**config.mk**
```make
export PLATFORM = sky130hd
export DESIGN_NAME = kozak_count_uart
export DESIGN_NICKNAME = d
export VERILOG_FILES = /design/src/rtl/kozak_count_uart.sv
export SDC_FILE = /design/constraint.sdc
export NUM_CORES = 1
export LEC_CHECK = 0
export CAP_MARGIN = 25
export CELL_PAD_IN_SITES_DETAIL_PLACEMENT = 0
export CELL_PAD_IN_SITES_GLOBAL_PLACEMENT = 1
export CORE_MARGIN = 10
export CORE_UTILIZATION = 51
export DETAILED_ROUTE_END_ITERATION = 10
export PLACE_DENSITY = 0.91
export SLEW_MARGIN = 20
export SYNTH_ARGS = -nofsm -noshare
export SYNTH_HDL_FRONTEND = slang
export SYNTH_SLANG_ARGS = --single-unit
```
**constraint.sdc**
```tcl
create_clock -name clk -period 4.4 [get_ports clk]
set_input_delay 0.66 -clock clk [delete_from_list [all_inputs] [get_ports clk]]
set_output_delay 0.66 -clock clk [all_outputs]
set_load 0.01 [all_outputs]
```
**src/rtl/kozak_count_uart.sv**
```systemverilog
// Purpose : turns each accepted 8-bit count into two ASCII hex chars (plus CR LF when
//           KOZAK_TX_CRLF_EN is defined) and sends them on an 8N1 UART line, LSB first.
// Latency : accept on edge N -> start bit on tx and busy high from edge N; no backpressure,
//           one pending value is held during a message, later arrivals overwrite it and pulse drop.
// Ports   : clk, rst_n (async, active low), ena, count_in[7:0], count_valid -> tx, busy, drop.
// Macro   : KOZAK_TX_CRLF_EN adds 0x0D 0x0A after the two hex digits.
module kozak_count_uart #(
  parameter int unsigned CLKS_PER_BIT = 16
) (
  input  logic       clk,
  input  logic       rst_n,
  input  logic       ena,
  input  logic [7:0] count_in,
  input  logic       count_valid,
  output logic       tx,
  output logic       busy,
  output logic       drop
);

  typedef enum logic [1:0] {S_IDLE, S_START, S_DATA, S_STOP} state_t;

`ifdef KOZAK_TX_CRLF_EN
  localparam int unsigned NCHARS = 4;
`else
  localparam int unsigned NCHARS = 2;
`endif

  localparam logic [15:0] BAUD_LAST = 16'(CLKS_PER_BIT - 1);
  localparam logic [1:0]  CHAR_LAST = 2'(NCHARS - 1);

  state_t      state_q, state_d;
  logic [15:0] baud_q, baud_d;
  logic [2:0]  bit_q, bit_d;
  logic [1:0]  char_q, char_d;
  logic [7:0]  active_q, active_d;
  logic [7:0]  pend_q, pend_d;
  logic        pend_vld_q, pend_vld_d;
  logic        tx_q, tx_d;
  logic        busy_q, busy_d;
  logic        drop_q, drop_d;

  logic        accept;
  logic        baud_last;
  logic [7:0]  cur_char;

  function automatic logic [7:0] hex_char(input logic [3:0] nib);
    return (nib < 4'd10) ? {4'h3, nib} : (8'h37 + {4'h0, nib});
  endfunction

  function automatic logic [7:0] char_byte(input logic [7:0] val, input logic [1:0] idx);
    case (idx)
      2'd0:    return hex_char(val[7:4]);
      2'd1:    return hex_char(val[3:0]);
      2'd2:    return 8'h0D;
      default: return 8'h0A;
    endcase
  endfunction

  // State register
  always_ff @(posedge clk or negedge rst_n) begin
    if (!rst_n) begin
      state_q    <= S_IDLE;
      baud_q     <= '0;
      bit_q      <= '0;
      char_q     <= '0;
      active_q   <= '0;
      pend_q     <= '0;
      pend_vld_q <= 1'b0;
      tx_q       <= 1'b1;
      busy_q     <= 1'b0;
      drop_q     <= 1'b0;
    end else begin
      state_q    <= state_d;
      baud_q     <= baud_d;
      bit_q      <= bit_d;
      char_q     <= char_d;
      active_q   <= active_d;
      pend_q     <= pend_d;
      pend_vld_q <= pend_vld_d;
      tx_q       <= tx_d;
      busy_q     <= busy_d;
      drop_q     <= drop_d;
    end
  end

  // Next-state logic
  always_comb begin
    state_d    = state_q;
    baud_d     = baud_q;
    bit_d      = bit_q;
    char_d     = char_q;
    active_d   = active_q;
    pend_d     = pend_q;
    pend_vld_d = pend_vld_q;
    drop_d     = 1'b0;
    accept     = ena & count_valid;
    baud_last  = (baud_q == BAUD_LAST);

    // Any arrival while a message is on the line lands in pending, including one on
    // the very edge the last stop bit ends; it is consumed below in that case.
    if (accept && (state_q != S_IDLE)) begin
      pend_d     = count_in;
      pend_vld_d = 1'b1;
      drop_d     = pend_vld_q;
    end

    case (state_q)
      S_IDLE: begin
        if (accept) begin
          state_d  = S_START;
          active_d = count_in;
          baud_d   = '0;
          bit_d    = '0;
          char_d   = '0;
        end
      end
      S_START: begin
        if (baud_last) begin
          state_d = S_DATA;
          baud_d  = '0;
          bit_d   = '0;
        end else begin
          baud_d = baud_q + 16'd1;
        end
      end
      S_DATA: begin
        if (baud_last) begin
          baud_d = '0;
          if (bit_q == 3'd7) state_d = S_STOP;
          else               bit_d   = bit_q + 3'd1;
        end else begin
          baud_d = baud_q + 16'd1;
        end
      end
      S_STOP: begin
        if (baud_last) begin
          baud_d = '0;
          bit_d  = '0;
          if (char_q == CHAR_LAST) begin
            char_d = '0;
            // Pending value follows with no idle gap, busy stays high.
            if (pend_vld_d) begin
              state_d    = S_START;
              active_d   = pend_d;
              pend_vld_d = 1'b0;
            end else begin
              state_d = S_IDLE;
            end
          end else begin
            char_d  = char_q + 2'd1;
            state_d = S_START;
          end
        end else begin
          baud_d = baud_q + 16'd1;
        end
      end
      default: state_d = S_IDLE;
    endcase
  end

  // Outputs are registered from the next state so the line changes on the accepting edge.
  always_comb begin
    cur_char = char_byte(active_d, char_d);
    busy_d   = (state_d != S_IDLE);
    case (state_d)
      S_START: tx_d = 1'b0;
      S_DATA:  tx_d = cur_char[bit_d];
      default: tx_d = 1'b1;
    endcase
  end

  assign tx   = tx_q;
  assign busy = busy_q;
  assign drop = drop_q;

endmodule

```
==> results of run 1 <==
kinds of logic (layout without fill, tap and decap cells):
group / Yosys count / in the layout / synth area share [%]
AO/OA/AOI/OAI: 78 / 78 / 22.7
XOR/XNOR: 11 / 11 / 3.46
adder cells (fa/ha/maj): 9 / 9 / 4.05
buffers and inverters: 30 / 45 / 6.30
flip-flops: 43 / 43 / 38.7
multiplexers: 6 / 6 / 2.34
AND/OR/NAND/NOR: 113 / 113 / 22.4
worst max-delay path, delay by kind of cell:
family	cells	cell delay, ns
buffers and inverters	1	0.72
muxes	1	0.34
AOI/OAI and AO/OA	5	1.17
adders and majority gates	1	0.26
and+or+nand+nor	3	0.87
state kept, by name (all words and copies together) (netlist names):
signal,flops
pend_q,8
pend_vld_q,1
tx,1
baud_q,16
char_q,2
state_q,2
active_q,8
bit_q,3
busy,1
drop,1
worst max path at each step:
stage,slack [ns],to,startpoint,depth (start not counted)
after CTS,0.57,tx$_DFF_PN1_,count_valid,11
after detailed placement,0.30,tx$_DFF_PN1_,count_valid,11
after global routing,0.27,tx$_DFF_PN1_,count_valid,11
final,0.56,tx$_DFF_PN1_,count_valid,11
after global placement,0.46,tx$_DFF_PN1_,ena,11
after floorplan,1.37,tx$_DFF_PN1_,count_valid,11
stage by stage:
stage / cell area [um2] / power [mW] / std cells / hold slack [ns]
2_1_floorplan: 2780 / 1.03 / 290 / 0.364
3_3_place_gp: 2930 / 1.18 / 366 / 0.450
3_5_place_dp: 2930 / 1.19 / 366 / 0.466
4_1_cts: 3010 / 1.43 / 374 / 0.483
5_1_grt: 3040 / 1.53 / 375 / 0.379
6_report: 3040 / 1.43 / 375 / 0.341
cell type report:
| type | count | area [um2] |
|---|---|---|
| Clock buffer | 7 | 76.3 |
| Fill cell | 450 | 2170 |
| Multi-Input combinational cell | 217 | 1530 |
| Timing Repair Buffer | 19 | 193 |
| Sequential cell | 43 | 1080 |
| Inverter | 18 | 67.6 |
| Clock inverter | 1 | 5.00 |
| Tap cell | 70 | 87.6 |
cells in the final DEF, fill, tap and decap left out, drive strengths merged, types with 5 or more instances in the layout:
master / n
nand4: 6
buf: 6
xor2: 7
nand3: 12
dfrtp: 42
nand2b: 5
o31ai: 9
nand2: 36
clkdlybuf4s50: 13
inv: 18
o21ai: 21
nor2: 25
ha: 9
a21oi: 16
clkbuf: 7
power breakdown:
part | internal, mW | leakage (nW) | switching [mW]
registers | 0.492 | 0.564 | 0.0520
logic | 0.255 | 0.708 | 0.393
clock network | 0.111 | 0.0422 | 0.127
total | 0.859 | 1.31 | 0.572
routing by layer:
layer	vias to the layer above	track usage, %	part of all wire, %
met4	0	2.66	0.65
met3	5	3.28	4.9
met2	49	21.5	44
met5	-	0	0
li1	1077	-	-
met1	1105	21.3	50
==> impl_metrics.ini, run 1 <==
[timing]
maxSlewHeadroom_pct = 42.9
finalHoldViolCount = 0
fin_ws_ns = 0.558
clock_skew_ns = 0.00450
worst_pin_slew_ns = 0.849
fmax_ghz = 0.260
min_period_ns = 3.84
timing.setup.tns_ns = 0
setup_viol_count_final = 0
slew_viol_final = 0
fin_crit_sh_pct = 87.3
rsz0062_at_grt = no

[worst_setup_path]
crit_path_start_kind = input pin
path_cells = clkdlybuf4s50_1, and3b_1, mux2i_1, o31ai_2, a21oi_1, ha_1, nor4b_1, o21ai_0, a311oi_1, and4bb_1, a311oi_2
cp_slowest_cell = clkdlybuf4s50_1
crit_path_max_fanout = 11
arrival_ns = 4.04
r2r-end = tx$_DFF_PN1_
rr_worst_depth = 13
crit_path_end_kind = register
r2r_start = state_q[0]$_DFF_PN0_
worstSetupPathType = in -> reg
r2r_setup_slack_ns = 0.77
critPathMaxStageDelay_ns = 0.72
cp.required_ns = 4.60

[clock_tree]
insertion_delay_ns = 0.29
clk_pin_slew_ns = 0.08
postCtsHoldBufs = 0
cts_sinks = 43
cts_max_level = 2
cts_root_buf = clkbuf_8
cts_setup_buffers = 0
ctsLongestPathBuffers = 2
ctsResizeCount = 0
cts_made_buffers = 5
cts_tree = built

[logic_synthesis]
synth_common_cells = dfrtp_1 (42), nand2_1 (36), nor2_1 (25)
syn_area_per_cell_um2 = 9.60
synth-edff-count = 0
ys_seq_elements = 43
seq_area_frac_synth_pct = 38.7
synthesis.nets = 311
synth_top_area_share_pct = 37.8
synth_cell_types = 73
yosysWarningCount = 0
syn_area_um2 = 2780
yosysMostFrequentCell = dfrtp_1
synthTopCellsByArea = dfrtp_1 (38%), nand2_1 (4.9%), ha_1 (4.0%), o21ai_0 (3.4%), nor2_1 (3.4%)
syn-instance-count = 290
synth_ff_type = dfrtp_1
synth_top_cell_by_area = dfrtp_1
ys_async_sr_fraction_pct = 100

[grt]
grt_max_degree = 44
overflow = 0
grt_use_total_pct = 14.6
antenna_found_initial = 0
grt_first_pass_wirelength_um = 10700
grt_pass1_vias = 2158

[routing]
antenna_left = 0
vias = 2236
drcViolationCount = 0
dr.first_iter.drc_count = 162
vias_per_cell = 5.96
wl_um = 6280
firstDrtPassIters = 4
wl_per_cell_um = 16.7

[run_status]
status = finished clean

[min_path]
worstHoldPathType = in -> async

[floorplan]
die_h_um = 93.9
dieArea_um2 = 8810
ios = 15
num_rows = 26
chipWidth_um = 93.9
initial_core_util_pct = 53.5
coreArea_um2 = 5200

[place]
gp_congestion = 0.898
post-place-ws_ns = 0.298
port-buffer-count = 14
dp_hpwl_um = 4680

[power]
power.density_nw_per_um2 = 471
power_leakage_nw = 1.31
vdd_drop_max_uv = 249

[job]
maxCapViolCount = 0

[layout]
drive_above_1_share_pct = 13.4
nets = 325
fin_util_pct = 58.3
syn2layout_area_growth_pct = 9.13
antenna_cells = 0
Power figures use the tool's default switching activity.
==> run 2: changes to the inputs <==
--- a/config.mk
+++ b/config.mk
@@ -8,7 +8,6 @@
 export CAP_MARGIN = 25
 export CELL_PAD_IN_SITES_DETAIL_PLACEMENT = 0
 export CELL_PAD_IN_SITES_GLOBAL_PLACEMENT = 1
-export CORE_MARGIN = 10
 export CORE_UTILIZATION = 51
 export DETAILED_ROUTE_END_ITERATION = 10
 export PLACE_DENSITY = 0.91
==> run 2 against run 1 <==
Compared with the run above: global-route usage grew 9.3 points; total power shrank 0.59%; register-to-register slack got worse by 0.04 ns; combinational power decreased by 2%; largest cell class unchanged; routed wire length is 4.5% lower.
==> impl_metrics.ini, run 2 (synthesized netlist as in run 1, its figures left out) <==
[run_status]
status = finished clean

[layout]
largest_reg_flops = 16
syn2layout_area_growth_pct = 7.73
final_common_cell = dfrtp_1
nets = 322
fin_util_pct = 58.0
regMostFlops = baud_q
drive_above_1_share_pct = 13.0
top_regs = baud_q (16), active_q (8), pend_q (8)
mostFrequentLayoutCells = dfrtp_1 (42), nand2_1 (36), nor2_1 (25), o21ai_0 (19), inv_1 (16)
antenna_cells = 0

[timing]
slew_viol_final = 0
clock_skew_ns = 0.00744
finalHoldViolCount = 0
maxSlewHeadroom_pct = 50.2
timing.setup.tns_ns = 0
fin_crit_sh_pct = 87.9
min_period_ns = 3.87
worst_pin_slew_ns = 0.741
setup_viol_count_final = 0
fmax_ghz = 0.258
rsz0062_at_grt = no

[worst_setup_path]
crit_path_max_fanout = 11
cp_slowest_cell = clkdlybuf4s50_1
critPathMaxStageDelay_ns = 0.72
path_cells = clkdlybuf4s50_1, and3b_1, mux2i_1, o31ai_2, a21oi_1, ha_1, nor4b_1, o21ai_0, a311oi_1, and4bb_1, a311oi_2
worstSetupPathType = in -> reg
arrival_ns = 4.08
crit_path_start_kind = input pin
crit_path_end_kind = register
cp.required_ns = 4.61

[clock_tree]
cts_made_buffers = 5
cts_root_buf = clkbuf_8
cts_setup_buffers = 0
insertion_delay_ns = 0.29
ctsResizeCount = 0
postCtsHoldBufs = 0
cts_tree = built
ctsLongestPathBuffers = 2
cts_sinks = 43
clk_pin_slew_ns = 0.08
cts_max_level = 2

[routing]
drcViolationCount = 0
vias = 2186
wl_um = 6000
antenna_left = 0
vias_per_cell = 5.89
firstDrtPassIters = 4
dr.first_iter.drc_count = 151
wl_per_cell_um = 16.2

[grt]
overflow = 0
grt_pass1_vias = 2088
grt_use_total_pct = 24.0
grt_max_degree = 44
antenna_found_initial = 0
grt_first_pass_wirelength_um = 10200

[floorplan]
dieArea_um2 = 5760
num_rows = 26
die_h_um = 75.9
initial_core_util_pct = 53.8
chipWidth_um = 75.9
coreArea_um2 = 5170
ios = 15

[min_path]
worstHoldPathType = in -> async

[job]
maxCapViolCount = 0

[place]
port-buffer-count = 14
dp_hpwl_um = 4410
gp_congestion = 0.827

[power]
power.density_nw_per_um2 = 475
vdd_drop_max_uv = 244
power_leakage_nw = 1.30
run 2: changes by cell type in the layout (fill, tap and decap cells not counted), sizes merged:
cell    before  now
buf          6    3
clkbuf       7    5
clkinv       1    2
run 2: metrics by stage:
| stage | instances | power (mW) | instance area, um2 | setup slack (ns) | hold slack, ns |
|---|---|---|---|---|---|
| after CTS | 371 | 1.43 | 3000 | 0.564 | 0.486 |
| after global placement | 364 | 1.17 | 2910 | 0.389 | 0.452 |
| after detailed placement | 364 | 1.18 | 2910 | 0.255 | 0.466 |
| after global routing | 371 | 1.54 | 3000 | 0.171 | 0.392 |
| after floorplan | 290 | 1.03 | 2780 | 1.37 | 0.364 |
| final | 371 | 1.42 | 3000 | 0.531 | 0.349 |
run 2: path summary, 6_finish.rpt:
path / start / endpoint / slack, ns / cells after the start
worst min-delay path: rst_n / baud_q[2]$_DFFE_PN0P_ / 0.35 / 1
max in group asynchronous: rst_n / active_q[4]$_DFF_PN0_ / 3.67 / 1
min in group clk: pend_q[4]$_DFF_PN0_ / pend_q[4]$_DFF_PN0_ / 0.48 / 2
worst min register to register: pend_q[4]$_DFF_PN0_ / pend_q[4]$_DFF_PN0_ / 0.48 / 2
worst max register to register: state_q[0]$_DFF_PN0_ / tx$_DFF_PN1_ / 0.73 / 12
worst max-delay path: ena / tx$_DFF_PN1_ / 0.53 / 11
run 2: cell type report:
| cell class | instances | area, um2 |
|---|---|---|
| fill | 451 | 2170 |
| multi-input combinational | 217 | 1530 |
| sequential | 43 | 1080 |
| timing repair buffer | 16 | 153 |
| tap | 70 | 87.6 |
| clock buffer | 5 | 68.8 |
| inverter | 18 | 67.6 |
| clock inverter | 2 | 13.8 |
run 2: per-layer routing:
metal | part of all wire (%) | up-vias | track usage, %
li1 | - | 1078 | -
met1 | 49 | 1057 | 33.2
met2 | 46 | 46 | 38.5
met3 | 4.1 | 5 | 5.16
met4 | 0.85 | 0 | 5.35
met5 | 0 | - | 0
run 2: where the power goes:
part	leakage, nW	switching [mW]	internal [mW]	total [mW]
Sequential	0.564	0.0507	0.492	0.543
Combinational	0.687	0.385	0.252	0.638
Clock	0.0440	0.134	0.109	0.243
run 2: worst max-delay path: cells and delay by family:
family                   cells  cell delay [ns]
AO/OA/AOI/OAI                5             1.13
AND/OR/NAND/NOR              3             0.97
buffers and inverters        1             0.72
multiplexers                 1             0.31
adder cells (fa/ha/maj)      1             0.28
==> run 3: changes to the inputs <==
--- a/config.mk
+++ b/config.mk
@@ -8,7 +8,9 @@
 export CAP_MARGIN = 25
 export CELL_PAD_IN_SITES_DETAIL_PLACEMENT = 0
 export CELL_PAD_IN_SITES_GLOBAL_PLACEMENT = 1
+export CORE_ASPECT_RATIO = 1.2
 export CORE_UTILIZATION = 51
+export CTS_CLUSTER_SIZE = 12
 export DETAILED_ROUTE_END_ITERATION = 10
 export PLACE_DENSITY = 0.91
 export SLEW_MARGIN = 20
==> run 3 against run 2 <==
Compared with the run above: hold slack got worse by 0.0098 ns; sequential power about the same; design area rose by 2.0%; clock skew is essentially flat; utilization increased by 0.16 points; register-to-register slack lost 0.04 ns; critical endpoint unchanged; largest power group unchanged; via count up 2.4%; total power up 5.1%; highest routed layer unchanged.
==> impl_metrics.ini, run 3 (synthesized netlist as in run 1, its figures left out) <==
[layout]
finalInstanceArea_um2 = 3060
fin_util_pct = 58.1
mostFrequentLayoutCells = dfrtp_1 (42), nand2_1 (36), nor2_1 (25), o21ai_0 (19), inv_1 (16)
syn2layout_area_growth_pct = 9.89
regMostFlops = baud_q
top_regs = baud_q (16), active_q (8), pend_q (8)
antenna_cells = 0
drive_above_1_share_pct = 14.1
largest_reg_flops = 16
nets = 325
final_common_cell = dfrtp_1
layoutNonFillerInstCount = 367

[min_path]
worstHoldPathType = in -> async

[floorplan]
initial_core_util_pct = 52.9
coreArea_um2 = 5260
chipWidth_um = 69.4
num_rows = 29
ios = 15
die_h_um = 82.9
dieArea_um2 = 5760

[power]
total_power_mw = 1.50
power.density_nw_per_um2 = 489
vdd_drop_max_uv = 249
power_leakage_nw = 1.33

[place]
post-place-ws_ns = 0.476
place_inst = 358
port-buffer-count = 14
gp_congestion = 0.860
place_area_um2 = 2920
dp_hpwl_um = 4430

[clock_tree]
cts_root_buf = clkbuf_8
cts_setup_buffers = 0
cts_made_buffers = 5
cts_sinks = 43
insertion_delay_ns = 0.30
postCtsHoldBufs = 0
cts_max_level = 2
cts_tree = built
clk_pin_slew_ns = 0.08
ctsResizeCount = 0
ctsLongestPathBuffers = 2

[routing]
antenna_left = 0
dr.first_iter.drc_count = 123
wl_um = 6060
firstDrtPassIters = 4
vias_per_cell = 6.10
drcViolationCount = 0
vias = 2238
wl_per_cell_um = 16.5

[worst_setup_path]
endpoint = tx$_DFF_PN1_
cp.required_ns = 4.62
critical-path-top-delay-family = simple AND/OR/NAND/NOR gates
crit_buf_inv = 1
cp_slowest_cell = and3b_1
path_cells = inv_1, ha_1, and3b_1, mux2_1, nor2b_1, a221oi_4, ha_1, and4_1, o21ai_1, a311oi_1, and4bb_1, a311oi_2
r2r-end = tx$_DFF_PN1_
cp.depth = 12
arrival_ns = 3.93
worstSetupPathType = reg -> reg
r2r_start = state_q[1]$_DFF_PN0_
rr_worst_depth = 12
crit_path_max_fanout = 14
r2r_setup_slack_ns = 0.69
startpoint = state_q[1]$_DFF_PN0_
crit_path_end_kind = register
crit_top_cell = ha_1
crit_path_start_kind = register
critPathMaxStageDelay_ns = 0.56

[timing]
fmax_ghz = 0.270
fin_ws_ns = 0.690
clock_skew_ns = 0.00716
maxSlewHeadroom_pct = 50.9
fin_crit_sh_pct = 84.3
timing.setup.tns_ns = 0
worst_pin_slew_ns = 0.729
finalHoldViolCount = 0
min_period_ns = 3.71
slew_viol_final = 0
setup_viol_count_final = 0
hold_ws_ns = 0.339
rsz0062_at_grt = no

[grt]
overflow = 0
grt_pass1_vias = 2206
antenna_found_initial = 0
grt_use_total_pct = 22.3
grt_max_degree = 44
grt_first_pass_wirelength_um = 10200

[run_status]
status = finished clean

[job]
maxCapViolCount = 0
run 3: worst min path at each step:
stage	cells after the start	slack (ns)	to
6_report	1	0.34	pend_q[4]$_DFF_PN0_
5_1_grt	1	0.38	state_q[0]$_DFF_PN0_
4_1_cts	2	0.49	pend_q[0]$_DFF_PN0_
3_5_place_dp	2	0.47	pend_q[0]$_DFF_PN0_
3_3_place_gp	2	0.45	pend_q[0]$_DFF_PN0_
2_1_floorplan	0	0.36	active_q[0]$_DFF_PN0_
run 3: routing by layer:
layer | share of wire (%) | GRT usage, % | vias to the layer above
met5 | 0 | 0 | -
met4 | 3.2 | 10.8 | 0
met3 | 3.9 | 3.40 | 15
met2 | 52 | 39.6 | 55
met1 | 41 | 25.8 | 1092
li1 | - | - | 1076
run 3: power breakdown:
part,internal [mW],switching (mW),total [mW]
sequential,0.492,0.0533,0.545
combinational,0.251,0.390,0.641
clock,0.169,0.140,0.309
run 3: layout make-up:
type | count | area [um2]
clock inverter | 3 | 43.8
sequential | 43 | 1080
fill | 454 | 2200
multi-input combinational | 217 | 1530
inverter | 18 | 67.6
timing repair buffer | 19 | 193
clock buffer | 5 | 68.8
tap | 62 | 77.6
